`src/rtl/fadd_p.sv`:
```
// rtl/fadd_p.sv - parametrised 4-stage pipelined FP adder/subtractor with valid/ready global stall
module fadd_p #(
    parameter int EW   = 8,
    parameter int MW   = 23,
    parameter int TAGW = 4
) (
    input  logic              clk,
    input  logic              rst,
    input  logic              in_valid,
    output logic              in_ready,
    input  logic              sub,
    input  logic [EW+MW:0]    x1,
    input  logic [EW+MW:0]    x2,
    input  logic [TAGW-1:0]   tag_in,
    output logic              out_valid,
    input  logic              out_ready,
    output logic [EW+MW:0]    y,
    output logic              ovf,
    output logic [TAGW-1:0]   tag_out
);
    localparam int FW = 1 + EW + MW;
    localparam int XW = MW + 4;              // hidden + mantissa + guard/round/sticky
    localparam int SW = $clog2(XW);
    localparam logic [EW-1:0] EMAX = '1;
    localparam logic [FW-1:0] QBIT = FW'(1) << (MW - 1);

    logic adv, v1, v2, v3;
    assign adv      = out_ready | ~out_valid;
    assign in_ready = adv;

    // Stage 1: unpack, exponent difference, special-case result
    logic            s1_c, s2_c, nan1, nan2, inf1, inf2, spec1_c;
    logic [EW-1:0]   e1_c, e2_c;
    logic [MW:0]     m1_c, m2_c;
    logic [FW-1:0]   spec_y1_c;
    assign s1_c = x1[FW-1];
    assign s2_c = x2[FW-1] ^ sub;
    assign e1_c = (x1[FW-2:MW] == '0) ? EW'(1) : x1[FW-2:MW];
    assign e2_c = (x2[FW-2:MW] == '0) ? EW'(1) : x2[FW-2:MW];
    assign m1_c = {|x1[FW-2:MW], x1[MW-1:0]};
    assign m2_c = {|x2[FW-2:MW], x2[MW-1:0]};
    assign nan1 = (x1[FW-2:MW] == EMAX) &  (|x1[MW-1:0]);
    assign inf1 = (x1[FW-2:MW] == EMAX) & ~(|x1[MW-1:0]);
    assign nan2 = (x2[FW-2:MW] == EMAX) &  (|x2[MW-1:0]);
    assign inf2 = (x2[FW-2:MW] == EMAX) & ~(|x2[MW-1:0]);

    always_comb begin
        spec1_c   = 1'b1;
        spec_y1_c = '0;
        if (nan2)
            spec_y1_c = x2 | QBIT;
        else if (nan1)
            spec_y1_c = x1 | QBIT;
        else if (inf1 & inf2)
            spec_y1_c = (s1_c == s2_c) ? {s1_c, EMAX, MW'(0)} : {1'b1, EMAX, 1'b1, (MW-1)'(0)};
        else if (inf1)
            spec_y1_c = {s1_c, EMAX, MW'(0)};
        else if (inf2)
            spec_y1_c = {s2_c, EMAX, MW'(0)};
        else
            spec1_c = 1'b0;
    end

    logic            r1_s1, r1_s2, r1_spec;
    logic [EW-1:0]   r1_e1, r1_e2;
    logic [EW:0]     r1_d;
    logic [MW:0]     r1_m1, r1_m2;
    logic [FW-1:0]   r1_spec_y;
    logic [TAGW-1:0] r1_tag;

    // Stage 2: pick the larger operand, align the smaller one, add or subtract
    logic            x1_big, d_zero;
    logic [EW:0]     ad;
    logic [SW-1:0]   sh2;
    logic [XW-1:0]   big2, small2, al2;
    logic [2*XW-1:0] wide2;
    logic [XW:0]     sum2_c;
    assign d_zero = (r1_d == '0);
    assign x1_big = (~r1_d[EW] & ~d_zero) | (d_zero & (r1_m1 > r1_m2));
    assign ad     = r1_d[EW] ? -r1_d : r1_d;
    assign sh2    = (32'(ad) > MW + 3) ? SW'(MW + 3) : SW'(ad);
    assign big2   = x1_big ? {r1_m1, 3'b000} : {r1_m2, 3'b000};
    assign small2 = x1_big ? {r1_m2, 3'b000} : {r1_m1, 3'b000};
    assign wide2  = {small2, XW'(0)} >> sh2;
    assign al2    = wide2[2*XW-1:XW] | {{(XW-1){1'b0}}, |wide2[XW-1:0]};
    assign sum2_c = (r1_s1 == r1_s2) ? {1'b0, big2} + {1'b0, al2} : {1'b0, big2} - {1'b0, al2};

    logic            r2_sgn, r2_spec, r2_zs;
    logic [EW-1:0]   r2_exp;
    logic [XW:0]     r2_sum;
    logic [FW-1:0]   r2_spec_y;
    logic [TAGW-1:0] r2_tag;

    // Stage 3: carry renormalise or left-normalise, stopping at exponent 1 (denormal)
    logic [XW-1:0]   mant3_c;
    logic [EW:0]     exp3_c;
    int              lz, lim, sh3;
    always_comb begin
        lz = XW;
        for (int i = 0; i < XW; i++)
            if (r2_sum[i]) lz = XW - 1 - i;
        lim = int'(r2_exp) - 1;
        sh3 = (lz < lim) ? lz : lim;
        if (r2_sum[XW]) begin
            mant3_c = {r2_sum[XW:2], r2_sum[1] | r2_sum[0]};
            exp3_c  = {1'b0, r2_exp} + 1'b1;
        end else begin
            mant3_c = r2_sum[XW-1:0] << sh3;
            exp3_c  = {1'b0, r2_exp} - (EW+1)'(sh3);
        end
    end

    logic            r3_sgn, r3_spec, r3_zs;
    logic [EW:0]     r3_exp;
    logic [XW-1:0]   r3_mant;
    logic [FW-1:0]   r3_spec_y;
    logic [TAGW-1:0] r3_tag;

    // Stage 4: round to nearest even, then overflow / zero / special selection
    logic            hid4, up4, ovf4;
    logic [MW+1:0]   mr4;
    logic [EW:0]     ef4;
    logic [FW-1:0]   y4;
    assign hid4 = r3_mant[XW-1];
    assign up4  = r3_mant[2] & (r3_mant[1] | r3_mant[0] | r3_mant[3]);
    assign mr4  = {1'b0, r3_mant[XW-1:3]} + (MW+2)'(up4);
    assign ef4  = hid4 ? r3_exp + (EW+1)'(mr4[MW+1]) : (EW+1)'(mr4[MW]);

    always_comb begin
        y4   = {r3_sgn, ef4[EW-1:0], mr4[MW-1:0]};
        ovf4 = 1'b0;
        if (r3_spec) begin
            y4 = r3_spec_y;
        end else if (r3_mant == '0) begin
            y4 = {r3_zs, (FW-1)'(0)};
        end else if (ef4 >= {1'b0, EMAX}) begin
            y4   = {r3_sgn, EMAX, MW'(0)};
            ovf4 = 1'b1;
        end
    end

    always_ff @(posedge clk) begin
        if (rst) begin
            v1        <= 1'b0;
            v2        <= 1'b0;
            v3        <= 1'b0;
            out_valid <= 1'b0;
            y         <= '0;
            ovf       <= 1'b0;
            tag_out   <= '0;
        end else if (adv) begin
            v1        <= in_valid;
            v2        <= v1;
            v3        <= v2;
            out_valid <= v3;
            y         <= y4;
            ovf       <= ovf4;
            tag_out   <= r3_tag;
        end
    end

    always_ff @(posedge clk) begin
        if (adv) begin
            r1_s1     <= s1_c;
            r1_s2     <= s2_c;
            r1_e1     <= e1_c;
            r1_e2     <= e2_c;
            r1_d      <= {1'b0, e1_c} - {1'b0, e2_c};
            r1_m1     <= m1_c;
            r1_m2     <= m2_c;
            r1_spec   <= spec1_c;
            r1_spec_y <= spec_y1_c;
            r1_tag    <= tag_in;
            r2_sgn    <= x1_big ? r1_s1 : r1_s2;
            r2_exp    <= x1_big ? r1_e1 : r1_e2;
            r2_sum    <= sum2_c;
            r2_spec   <= r1_spec;
            r2_spec_y <= r1_spec_y;
            r2_zs     <= r1_s1 & r1_s2;
            r2_tag    <= r1_tag;
            r3_sgn    <= r2_sgn;
            r3_exp    <= exp3_c;
            r3_mant   <= mant3_c;
            r3_spec   <= r2_spec;
            r3_spec_y <= r2_spec_y;
            r3_zs     <= r2_zs;
            r3_tag    <= r2_tag;
        end
    end
endmodule

```
`config.mk`:
```
export PLATFORM = sky130hd
export DESIGN_NAME = fadd_p
export DESIGN_NICKNAME = d
export VERILOG_FILES = /design/src/rtl/fadd_p.sv
export SDC_FILE = /design/constraint.sdc
export NUM_CORES = 1
export LEC_CHECK = 0
export ABC_AREA = 0
export CAP_MARGIN = 30
export CORE_MARGIN = 1
export CORE_UTILIZATION = 63
export CTS_BUF_LIST = sky130_fd_sc_hd__clkbuf_4 sky130_fd_sc_hd__clkbuf_8
export DETAILED_ROUTE_END_ITERATION = 12
export GPL_TIMING_DRIVEN = 1
export MAX_ROUTING_LAYER = met4
export PLACE_DENSITY = 0.85
export SETUP_SLACK_MARGIN = 0.3
export SLEW_MARGIN = 15
export SYNTH_ARGS = -nofsm -noshare
export SYNTH_HDL_FRONTEND = slang
export SYNTH_SLANG_ARGS = --single-unit
```
`constraint.sdc`:
```
create_clock -name clk -period 15.6 [get_ports clk]
set_input_delay 3.12 -clock clk [delete_from_list [all_inputs] [get_ports clk]]
set_output_delay 3.12 -clock clk [all_outputs]
set_load 0.01 [all_outputs]
```
==> metrics.txt, run 1 <==
status completed; Iteration-0 DRC Markers 2465; Die Span X 179 um; routed vias 17600; critical path class reg -> reg; Setup violations, final 0; Synth cell types 94; HPWL after detailed placement 47500 um; Worst Min Path Start r2_spec_y[9]; CP Max Fanout 28; sequential area share after synthesis 44.2%; min-delay worst type reg -> reg; Seq cells post-synth 303; Worst Setup Start Kind flop; core area 30700 um2; most frequent cells in the layout edfxtp_1 (262), nand2_1 (183), nor2_1 (167), o21ai_0 (122), a21oi_1 (121); Tightest Pin Transition 1.00 ns; antenna violations before repair 1; EDFF count, synth 262; Seq pwr share 35.5%; max-cap viol count 0; effective utilization at floorplan 64.2%; share of cells above drive strength 1 8.94%; commonest non-fill, non-tap cell in the layout edfxtp_1; Hold Vio Cnt, Final 0; DR WL/cell 26.0 um; Layout Nets 2233; fmax 106 MHz; Final min period 9.44 ns; gate count after technology mapping 2010; pin count of the biggest net entering global routing 106; Sw Share 42.2%; Multi-input gate area 10200 um2; postcts setup bufs 0; post-synth top area share 40.0%; Comb pwr share 46.2%; total track usage 41.9%; Worst-path clk slew 0.07 ns; worst vdd ir 0.0838 mV; Final Cycle Share 60.5%; most used flip-flop cell after synthesis edfxtp_1; P_sw 1540 uW; row cnt 64; DR vias/cell 7.00; router iterations before antenna repair 9; first-pass GRT wire length 96800 um; Top Ports 112; flop2flop setup slack 6.16 ns; die height 179 um; CTS tree built; max-slew violations 0; cell taking the most area after synthesis edfxtp_1; Register Area 8690 um2; number of global-route vias before repair 16400; RR Endpoint r2_sum[27]; crit path DAT 9.77 ns; Clk network pwr share 18.3%; Async S/R FF share, synth 0%; Int Power 2110 uW; Final ANT Viol Nets 0; Min-Delay Endpoint r3_spec_y[9]; overall power 3650 uW; Post-CTS Hold Buffers 0; gr ovfl total 0; Avg Cell Area, Syn 9.79 um2; netlist area before placement 19700 um2; H-Tree Depth 2; Synth-to-Final Area Change 11.6%; synthesized net count 2164; Layout fillers 2176; Placer Congestion 1.07; Clock Path Buffers 3; Clk Latency, worst-skew pair 0.60 ns; DIE AREA 31900 um2; Data required, critical path 15.93 ns; Max stage delay on crit path 0.82 ns; hold path cells 0; leakage dissipation 0.00869 uW; worst r2r src r1_d[0]; critical path's slowest cell edfxtp_1; Rel. slew slack 32.7%; Gates resized, CTS repair 0; Routed Wire Length 65200 um; Clock Skews 0.0287 ns; clock buffer count from CTS 48; PortBufs 111; Sink Count 303; synth top area cells edfxtp_1 (40%), ha_1 (5.0%), dfxtp_1 (4.2%); clock root buffer clkbuf_8; Residual DRC 0; setup TNS 0 ns; crit path capture type flop; RSZ-0062 raised after global routing false; PwrDens 166 nW/um2; R2R depth 34; Yosys warning total 0
[kinds of logic after synthesis]
family	synth area share, %
xor gates and xnor gates	4.27
DFF	44.2
AOI/OAI and AO/OA	20.3
adders and majority gates	5.27
muxes	5.93
and+or+nand+nor	15.7
buffers and inverters	4.31
[registers in the layout, indices dropped and copies added (netlist names), 9 cells and up]
name,count
r1_d,9
r1_m1,24
r1_m2,24
r1_spec_y,32
r2_spec_y,32
r2_sum,28
r3_exp,9
r3_mant,27
r3_spec_y,32
y,32
[cell usage after synthesis, types with 42 or more instances]
cell      number
nand3_1       57
a21oi_1      121
edfxtp_1     262
clkbuf_1      91
nor3_1        63
xnor2_1       59
nor2_1       168
o21ai_0      123
inv_1         83
o211ai_1      42
nand2_1      183
mux2i_1       67
ha_1          78
[through the flow]
stage                     hold WS, ns  utilization [%]  cell area, um2  setup WS (ns)  instances
after global routing            0.415             71.6           22000           5.57       2511
after detailed placement        0.405             68.5           21000           6.45       2424
final                           0.407             71.6           22000           6.16       2511
after global placement          0.401             68.4           21000           6.63       2422
after CTS                       0.409             71.6           21900           6.40       2509
after floorplan                 0.400                -           19700           1.86       2010
[critical path, delay by kind of cell (launching register included)]
family,cells,cell delay (ns)
and+or+nand+nor,8,1.61
muxes,1,0.41
DFF,1,0.82
buffers and inverters,2,0.66
AOI/OAI and AO/OA,18,4.43
adders and majority gates,3,0.83
xor gates and xnor gates,2,0.38
[power by group through the flow]
stage | Clock (uW) | Combinational [uW] | Sequential [uW]
after floorplan | 0 | 1140 | 1220
after global placement | 0 | 1550 | 1290
after detailed placement | 0 | 1610 | 1290
after CTS | 673 | 1630 | 1280
after global routing | 705 | 1800 | 1310
final | 668 | 1680 | 1290
[final cells by class]
cell class / count / area share [%]
Tap cell: 396 / 2.26
Clock inverter: 27 / 0.872
Antenna cell: 1 / 0.0114
Multi-Input combinational cell: 1501 / 46.3
Sequential cell: 303 / 39.6
Clock buffer: 58 / 3.38
Timing Repair Buffer: 141 / 6.17
Inverter: 84 / 1.47
[worst max path at each step]
stage	from	end	slack [ns]	depth (start not counted)
6_report	r1_d[0]	r2_sum[27]	6.16	34
5_1_grt	r1_d[0]	r2_sum[27]	5.57	34
4_1_cts	r1_d[0]	r2_sum[27]	6.40	31
3_5_place_dp	r1_d[0]	r2_sum[27]	6.45	31
3_3_place_gp	r1_d[0]	r2_sum[27]	6.63	31
2_1_floorplan	out_ready	in_ready	1.86	3
[layer usage]
metal / vias to the layer above / track usage, % / share of wire (%)
met5: - / - / 0
met3: 267 / 6.93 / 10
met4: 0 / 20.9 / 6.2
met1: 8293 / 52.2 / 37
met2: 1226 / 66.1 / 46
li1: 7785 / - / -
No activity file was read; power rests on OpenSTA's default activity.
==> run 2: changes to the inputs <==
Settings changed: CORE_UTILIZATION 63 to 57, PLACE_DENSITY 0.85 to 0.81.
Clock period 15.6 ns to 8.4 ns, I/O delays scaled along.
==> metrics.txt, run 2 (same netlist as run 1, synthesis figures left out) <==
Top delay family on crit path compound AO/OA/AOI/OAI gates; Synth-to-Final Area Change 18.5%; PwrDens 301 nW/um2; CP Max Fanout 14; crit path capture type flop; leakage dissipation 0.00944 uW; pin count of the biggest net entering global routing 82; Core Util, Final 69.0%; Top Ports 112; Die Span X 188 um; status completed; min-delay worst type reg -> reg; PortBufs 111; critical path's slowest cell a2111oi_2; WHS 0.410 ns; HPWL after detailed placement 50200 um; Hold Vio Cnt, Final 0; worst vdd ir 0.221 mV; Placer Congestion 1.01; setup TNS 0 ns; clock root buffer clkbuf_8; number of global-route vias before repair 16800; row cnt 67; Final Cycle Share 93.0%; Sink Count 303; Ant. Diodes 0; DIE AREA 35300 um2; Tightest Pin Transition 0.975 ns; DR vias/cell 6.59; Buf/Inv on CP 2; clock buffer count from CTS 48; Max stage delay on crit path 0.66 ns; Inst Count DP 2581; max-cap viol count 0; Data required, critical path 8.74 ns; Worst Setup Start Kind flop; DR WL/cell 24.6 um; Worst Min Path Start r2_spec_y[17]; Worst-path clk slew 0.06 ns; Final Worst Setup Slack 0.586 ns; die height 188 um; gr ovfl total 0; first-pass GRT wire length 99900 um; Rel. slew slack 35.0%; Final ANT Viol Nets 0; Clock Skews 0.0331 ns; Setup violations, final 0; antenna violations before repair 0; Clock Path Buffers 3; commonest non-fill, non-tap cell in the layout edfxtp_1; core area 33800 um2; Clk Latency, worst-skew pair 0.63 ns; worst r2r src r1_d[0]; Residual DRC 0; most frequent cells in the layout edfxtp_1 (262), nand2_1 (182), nor2_1 (166), buf_4 (162), o21ai_0 (120); H-Tree Depth 2; max-slew violations 0; effective utilization at floorplan 58.2%; Place WS -0.0792 ns; Layout Nets 2370; router iterations before antenna repair 6; crit path DAT 8.16 ns; routed vias 17800; share of cells above drive strength 1 15.5%; critical path class reg -> reg; Routed Wire Length 66500 um; Iteration-0 DRC Markers 2104; RSZ-0062 raised after global routing false; Top cell by count, worst path ha_1; CTS tree built; Final min period 7.81 ns; Layout Cells excl Fill 2702; worst setup path startpoint r1_d[0]; fmax 128 MHz; total track usage 38.3%
==> run 2: worst register-to-register path, delay by kind of cell, from the launching register on <==
family,cells,cell delay [ns]
AO/OA/AOI/OAI,18,4.08
AND/OR/NAND/NOR,9,1.61
adder cells (fa/ha/maj),3,0.76
flip-flops,1,0.39
buffers and inverters,2,0.36
XOR/XNOR,2,0.34
==> run 2: cell type report <==
type	count	area (um2)
fill	2536	10500
multi-input combinational	1502	10400
sequential	303	8690
timing repair buffer	277	2390
clock buffer	60	751
tap	448	561
inverter	84	323
clock inverter	28	238
==> run 2: routing by layer <==
metal / track usage, % / wire length [um] / vias to the layer above
li1: - / - / 8063
met3: 5.15 / 5680 / 203
met4: 20.0 / 4000 / 0
met5: - / 0 / -
met1: 48.7 / 26100 / 8497
met2: 59.8 / 30700 / 1045
==> run 2: timing repair <==
item	4_1_cts	5_1_grt
buffers inserted	0	31
hold buffers	0	0
endpoints found under the setup margin	3	7
pin swaps	1	13
cloned	0	1
resized for setup	8	29
==> run 2: final timing paths <==
kind,depth (start not counted),slack (ns),to
max,34,0.59,r2_sum[27]
min,0,0.41,r3_spec_y[17]
max reg2reg,34,0.59,r2_sum[27]
min reg2reg,0,0.41,r3_spec_y[17]
==> run 2: through the flow <==
| step | area [um2] | power (uW) |
|---|---|---|
| CTS | 22900 | 6890 |
| global route | 23300 | 7360 |
| detailed placement | 21900 | 5570 |
| global placement | 21800 | 5500 |
| floorplan | 19700 | 4380 |
| finish | 23300 | 7020 |
==> run 2: power by group <==
| part | switching, uW | internal, uW | total (uW) |
|---|---|---|---|
| logic | 1900 | 1430 | 3330 |
| registers | 364 | 2020 | 2380 |
| clock network | 618 | 693 | 1310 |
| total | 2880 | 4140 | 7020 |
